--- src/rtl/dual_spi_rx.sv ---
// Dual-line SPI receiver: synchronises the host's ss/sclk/dibit lines into clk,
// assembles bytes from four dibits MSB first, and queues them with a first-of-frame tag.
module dual_spi_rx #(
  parameter int SYNC_STAGES = 2,
  parameter int FIFO_DEPTH  = 4
) (
  input  logic       clk,
  input  logic       reset_n,
  input  logic       io_ss,
  input  logic       io_sclk,
  input  logic [1:0] io_qd_read,
  output logic [7:0] out_data,
  output logic       out_first,
  output logic       out_valid,
  input  logic       out_ready,
  output logic       frame_end,
  output logic       overrun,
  input  logic       clear_overrun,
  output logic       busy
);

  localparam int AW = $clog2(FIFO_DEPTH);
  localparam int CW = AW + 1;

  typedef enum logic {IDLE = 1'b0, ACTIVE = 1'b1} state_t;

  logic [SYNC_STAGES-1:0] ss_pipe, sclk_pipe;
  logic [1:0]             qd_pipe [SYNC_STAGES];
  logic                   ss_s, sclk_s, sclk_prev, sclk_rise;
  logic [1:0]             qd_s;

  state_t     state_q, state_d;
  logic [5:0] shift;
  logic [1:0] cnt;
  logic       first_pending;
  logic       shift_en, byte_done, frame_end_d;
  logic [7:0] wr_byte;

  logic [8:0]    mem [FIFO_DEPTH];
  logic [AW-1:0] wr_ptr, rd_ptr, rd_ptr_nxt;
  logic [CW-1:0] count, count_nxt;
  logic          push, pop, drop, full, bypass;

  always_ff @(posedge clk or negedge reset_n) begin
    if (!reset_n) begin
      ss_pipe   <= '1;
      sclk_pipe <= '0;
      sclk_prev <= 1'b0;
      for (int i = 0; i < SYNC_STAGES; i++) qd_pipe[i] <= 2'b00;
    end else begin
      ss_pipe    <= {ss_pipe[SYNC_STAGES-2:0], io_ss};
      sclk_pipe  <= {sclk_pipe[SYNC_STAGES-2:0], io_sclk};
      sclk_prev  <= sclk_s;
      qd_pipe[0] <= io_qd_read;
      for (int i = 1; i < SYNC_STAGES; i++) qd_pipe[i] <= qd_pipe[i-1];
    end
  end

  assign ss_s      = ss_pipe[SYNC_STAGES-1];
  assign sclk_s    = sclk_pipe[SYNC_STAGES-1];
  assign qd_s      = qd_pipe[SYNC_STAGES-1];
  assign sclk_rise = sclk_s & ~sclk_prev;
  assign wr_byte   = {shift, qd_s};

  always_ff @(posedge clk or negedge reset_n) begin
    if (!reset_n) state_q <= IDLE;
    else          state_q <= state_d;
  end

  // A byte finishing on the same cycle ss is seen high is still pushed; byte_done
  // does not depend on the exit condition.
  always_comb begin
    state_d     = state_q;
    shift_en    = 1'b0;
    byte_done   = 1'b0;
    frame_end_d = 1'b0;
    case (state_q)
      IDLE: begin
        if (!ss_s) state_d = ACTIVE;
      end
      ACTIVE: begin
        shift_en  = sclk_rise;
        byte_done = sclk_rise && (cnt == 2'd3);
        if (ss_s) begin
          state_d     = IDLE;
          frame_end_d = 1'b1;
        end
      end
      default: state_d = IDLE;
    endcase
  end

  assign busy = (state_q == ACTIVE);

  always_ff @(posedge clk or negedge reset_n) begin
    if (!reset_n) begin
      shift         <= '0;
      cnt           <= '0;
      first_pending <= 1'b0;
      frame_end     <= 1'b0;
    end else begin
      frame_end <= frame_end_d;
      if (state_q == IDLE && state_d == ACTIVE) begin
        cnt           <= '0;
        first_pending <= 1'b1;
      end else if (state_q == ACTIVE) begin
        if (shift_en) begin
          shift <= {shift[3:0], qd_s};
          cnt   <= cnt + 2'd1;
        end
        if (byte_done) first_pending <= 1'b0;
        if (ss_s) begin
          shift <= '0;
          cnt   <= '0;
        end
      end
    end
  end

  // Output handshake: a byte leaves the FIFO on a rising clk edge where out_valid
  // and out_ready are both high; out_valid stays high until that pop empties the FIFO.
  assign pop    = out_valid & out_ready;
  assign full   = (count == CW'(FIFO_DEPTH));
  assign push   = byte_done & (~full | pop);
  assign drop   = byte_done & full & ~pop;
  assign bypass = push & (pop ? (count == CW'(1)) : (count == '0));

  always_comb begin
    count_nxt = count;
    case ({push, pop})
      2'b10:   count_nxt = count + CW'(1);
      2'b01:   count_nxt = count - CW'(1);
      default: count_nxt = count;
    endcase
    rd_ptr_nxt = pop ? rd_ptr + AW'(1) : rd_ptr;
  end

  always_ff @(posedge clk) begin
    if (push) mem[wr_ptr] <= {first_pending, wr_byte};
  end

  always_ff @(posedge clk or negedge reset_n) begin
    if (!reset_n) begin
      wr_ptr    <= '0;
      rd_ptr    <= '0;
      count     <= '0;
      out_valid <= 1'b0;
      out_data  <= '0;
      out_first <= 1'b0;
      overrun   <= 1'b0;
    end else begin
      if (push) wr_ptr <= wr_ptr + AW'(1);
      rd_ptr    <= rd_ptr_nxt;
      count     <= count_nxt;
      out_valid <= (count_nxt != '0);
      // A byte landing in an otherwise empty FIFO is forwarded straight to the head.
      if (bypass)                  {out_first, out_data} <= {first_pending, wr_byte};
      else if (count_nxt != '0)    {out_first, out_data} <= mem[rd_ptr_nxt];
      if (drop)               overrun <= 1'b1;
      else if (clear_overrun) overrun <= 1'b0;
    end
  end

endmodule
--- config.mk ---
export PLATFORM = sky130hd
export DESIGN_NAME = dual_spi_rx
export DESIGN_NICKNAME = d
export VERILOG_FILES = /design/src/rtl/dual_spi_rx.sv
export SDC_FILE = /design/constraint.sdc
export NUM_CORES = 1
export LEC_CHECK = 0
export CAP_MARGIN = 0
export CORE_ASPECT_RATIO = 1.1
export CORE_MARGIN = 4
export CORE_UTILIZATION = 60
export DETAILED_ROUTE_END_ITERATION = 10
export GPL_ROUTABILITY_DRIVEN = 0
export PLACE_DENSITY = 0.81
export SETUP_SLACK_MARGIN = 0.1
export SLEW_MARGIN = 20
export SYNTH_ARGS = -nofsm -noshare
export SYNTH_HDL_FRONTEND = slang
export SYNTH_SLANG_ARGS = --single-unit
--- constraint.sdc ---
create_clock -name clk -period 6.9 [get_ports clk]
set_input_delay 1.725 -clock clk [delete_from_list [all_inputs] [get_ports clk]]
set_output_delay 1.725 -clock clk [all_outputs]
set_load 0.05 [all_outputs]
==> metrics.csv <==
stage,metric,value,unit
clock_tree,number of H-tree levels,3,
place,number of buffers added on ports,20,
power_and_ir_drop,Power Density,347.9,nW/µm²
logic_synthesis,cell count after synthesis,236,
clock_tree,TritonCTS clock tree,done,
critical_path,category of the critical setup timing path,input pin to register,
logic_synthesis,synth top area cells,"sky130_fd_sc_hd__edfxtp_1, sky130_fd_sc_hd__dfrtp_1, sky130_fd_sc_hd__mux2i_1",
clock_tree,latest clock arrival within the worst-skew pair,0.34,ns
power_and_ir_drop,Static Leakage,1.533,nW
final_layout,area of all placed cells without fillers,3799,µm²
grt,number of global-route vias before repair,1997,
power_and_ir_drop,total power draw,1.322,mW
logic_synthesis,number of synthesis warnings,0,
logic_synthesis,Mean Syn Cell Area,14.18,µm²
clock_tree,Post-CTS Resized,0,
logic_synthesis,count of different cell masters after synthesis,36,
status,outcome,completed,
power_and_ir_drop,Worst IR Drop VDD,0.1876,mV
timing,worst setup margin,2.540,ns
logic_synthesis,dominant register cell in the synthesized netlist,sky130_fd_sc_hd__edfxtp_1,
final_layout,"top library cells by usage in the layout, fill and taps aside","sky130_fd_sc_hd__mux2i_1, sky130_fd_sc_hd__dfrtp_1, sky130_fd_sc_hd__edfxtp_1",
critical_path,worst endpoint data arrival time,4.60,ns
grt,initial antenna violation count,0,
timing,number of setup violations in the final report,0,
die,overall die area,6839,µm²
logic_synthesis,count of flip-flops with a built-in enable after synthesis,36,
place,Placed Instance Area,3601,µm²
clock_tree,"Clk pin slew, worst setup/hold paths",0.07,ns
hold_path,type of the worst min-delay path,register to register,
critical_path,crit-path max FO,19,
logic_synthesis,cell area after synthesis,3347,µm²
critical_path,Worst Setup End Kind,register,
critical_path,startpoint of the worst register-to-register path,out_valid,
die,Std-Cell Core Area,5395,µm²
timing,Final TNS setup,0,ns
timing,highest clock rate,0.2294,GHz
critical_path,startpoint of the most critical setup path,out_ready,
final_layout,Final Core Density,70.41,%
die,num ports,21,
job,Maximum Capacitance Violations,0,
critical_path,required time of the critical path,7.14,ns
logic_synthesis,#FFs+latches synth,74,
timing,setup repair after global routing missed its margin,false,
timing,number of hold-slack violations in the final timing report,0,
place,setup slack after placement,2.175,ns
timing,Period minus WS final,4.360,ns
timing,Worst Tran Pin Value,1.053,ns
grt,GRT Overall Usage,19.77,%
die,Row Count,28,
route,per-cell routed wire length,17.58,µm
route,detailed router's first-iteration violation count,164,
clock_tree,clock buffer depth,2,
clock_tree,number of buffers added by the clock tree synthesis step,9,
logic_synthesis,fraction of registers with async set or reset after synthesis,51.35,%
timing,final worst clock skew,0.009794,ns
critical_path,kind of start point of the critical path,input pin,
route,aggregate routed wire length,5942,µm
route,vias,1959,
final_layout,most common library cell in the layout ignoring fill and taps,sky130_fd_sc_hd__mux2i_1,
logic_synthesis,library cell with the largest summed area after synthesis,sky130_fd_sc_hd__edfxtp_1,
timing,tightest slew margin relative to the limit,29.42,%
clock_tree,clock tree root driver cell,sky130_fd_sc_hd__clkbuf_8,
final_layout,area grow syn2layout,13.50,%
clock_tree,post-CTS setup-driven buffer insertion count,0,
grt,overall overflow remaining after global route,0,
timing,total count of max-transition violations in the final report,0,
final_layout,number of filler instances in the final layout,420,
final_layout,count of nets after finishing,275,
final_layout,share of final-layout standard cells stronger than drive strength 1,12.17,%
logic_synthesis,portion of the post-synthesis area used by sequential elements,60.79,%
die,chip height,86.34,µm
route,detail-routed via count per cell,5.796,
clock_tree,CTS sink count,74,
logic_synthesis,Yosys top cell area share,32.30,%
grt,largest net degree at the start of global routing,39,
final_layout,ANT cells,0,
die,starting density of the core,62.04,%
place,detailed-placement wirelength estimate,4019,µm
hold_path,Min-Delay Startpoint,qd_pipe[3],
route,post-route ant nets,0,
die,horizontal die dimension,79.21,µm
timing,Tcrit/Tclk final,63.18,%
clock_tree,number of buffers added to fix hold violations after cts,0,
grt,global-route wire length before repair,9963,µm
route,drt pass-1 iters,4,
logic_synthesis,post-synth net total,253,
route,DRC violations left,0,
-- layout make-up --
cell class                      instances  area [µm²]  share of cell area [%]
Sequential cell                        74        2034                   53.56
Multi-Input combinational cell        145        1244                   32.74
Timing Repair Buffer                   21       202.7                   5.336
Clock buffer                           12       145.1                   3.821
Tap cell                               75       93.84                   2.470
Clock inverter                          4       52.55                   1.383
Inverter                                7       26.28                  0.6917
-- path summary, 6_finish.rpt --
check                      depth (start not counted)  slack, ns      endpoint
max                                                7       2.54   out_data[4]
min                                                0       0.35       qd_s[1]
max reg2reg                                        6       4.03   out_data[4]
min reg2reg                                        0       0.35       qd_s[1]
max in group asynchronous                          1       4.88   out_data[6]
min in group asynchronous                          1       1.48  sclk_pipe[1]
-- report_power, final --
group	leakage [nW]	total, mW	internal, mW	switching (mW)
Combinational	0.644	0.419	0.189	0.230
Sequential	0.788	0.577	0.511	0.0658
Clock	0.101	0.326	0.178	0.148
-- synth_stat cells (3+ instances only) --
library cell,n
sky130_fd_sc_hd__and2_1,16
sky130_fd_sc_hd__edfxtp_1,36
sky130_fd_sc_hd__nor2_1,11
sky130_fd_sc_hd__mux2i_1,37
sky130_fd_sc_hd__nand3_1,4
sky130_fd_sc_hd__buf_1,3
sky130_fd_sc_hd__o31ai_1,9
sky130_fd_sc_hd__mux4_2,9
sky130_fd_sc_hd__a22o_1,7
sky130_fd_sc_hd__dfrtp_1,36
sky130_fd_sc_hd__xnor2_1,4
sky130_fd_sc_hd__o21ai_0,6
sky130_fd_sc_hd__a21oi_1,3
sky130_fd_sc_hd__nand2_1,13
sky130_fd_sc_hd__ha_1,9
sky130_fd_sc_hd__buf_2,5
sky130_fd_sc_hd__inv_1,7
-- sequential cells by signal, summed over array words and instances, names as in the netlist --
register,count
busy,1
cnt,2
count,3
first_pending,1
frame_end,1
mem,36
out_data,8
out_first,1
out_valid,1
overrun,1
qd_pipe,2
qd_s,2
rd_ptr,2
sclk_pipe,2
sclk_prev,1
shift,6
ss_pipe,2
wr_ptr,2
-- logic make-up after synthesis --
| family | Yosys count | share of synthesized area [%] |
|---|---|---|
| buffers and inverters | 17 | 2.206 |
| AOI/OAI and AO/OA | 30 | 6.430 |
| muxes | 47 | 17.46 |
| xor gates and xnor gates | 4 | 1.047 |
| DFF | 74 | 60.79 |
| adders and majority gates | 9 | 3.365 |
| and+or+nand+nor | 55 | 8.711 |
-- metal layers --
layer  global-route usage (%)  vias up  part of all wire (%)
met5                        0        -                     0
met4                    8.281        0                  0.94
met3                    4.158        6                   5.4
met2                    32.85       49                    51
met1                    25.38      982                    42
li1                         -      922                     -
-- worst max-delay path, stage by stage --
cell and delay, ns:
sky130_fd_sc_hd__clkdlybuf4s50_1 0.47, sky130_fd_sc_hd__and2_1 0.66, sky130_fd_sc_hd__nor3_1 0.23, sky130_fd_sc_hd__or4_1 0.45
sky130_fd_sc_hd__a221o_1 0.56, sky130_fd_sc_hd__and2_1 0.24, sky130_fd_sc_hd__o31ai_1 0.25
-- metrics by stage --
| stage | instances | hold slack, ns |
|---|---|---|
| after floorplan | 236 | 0.3312 |
| after global routing | 338 | 0.3684 |
| after detailed placement | 322 | 0.3381 |
| after global placement | 322 | 0.3316 |
| final | 338 | 0.3524 |
| after CTS | 338 | 0.3544 |
No activity file was read; power rests on OpenSTA's default activity.
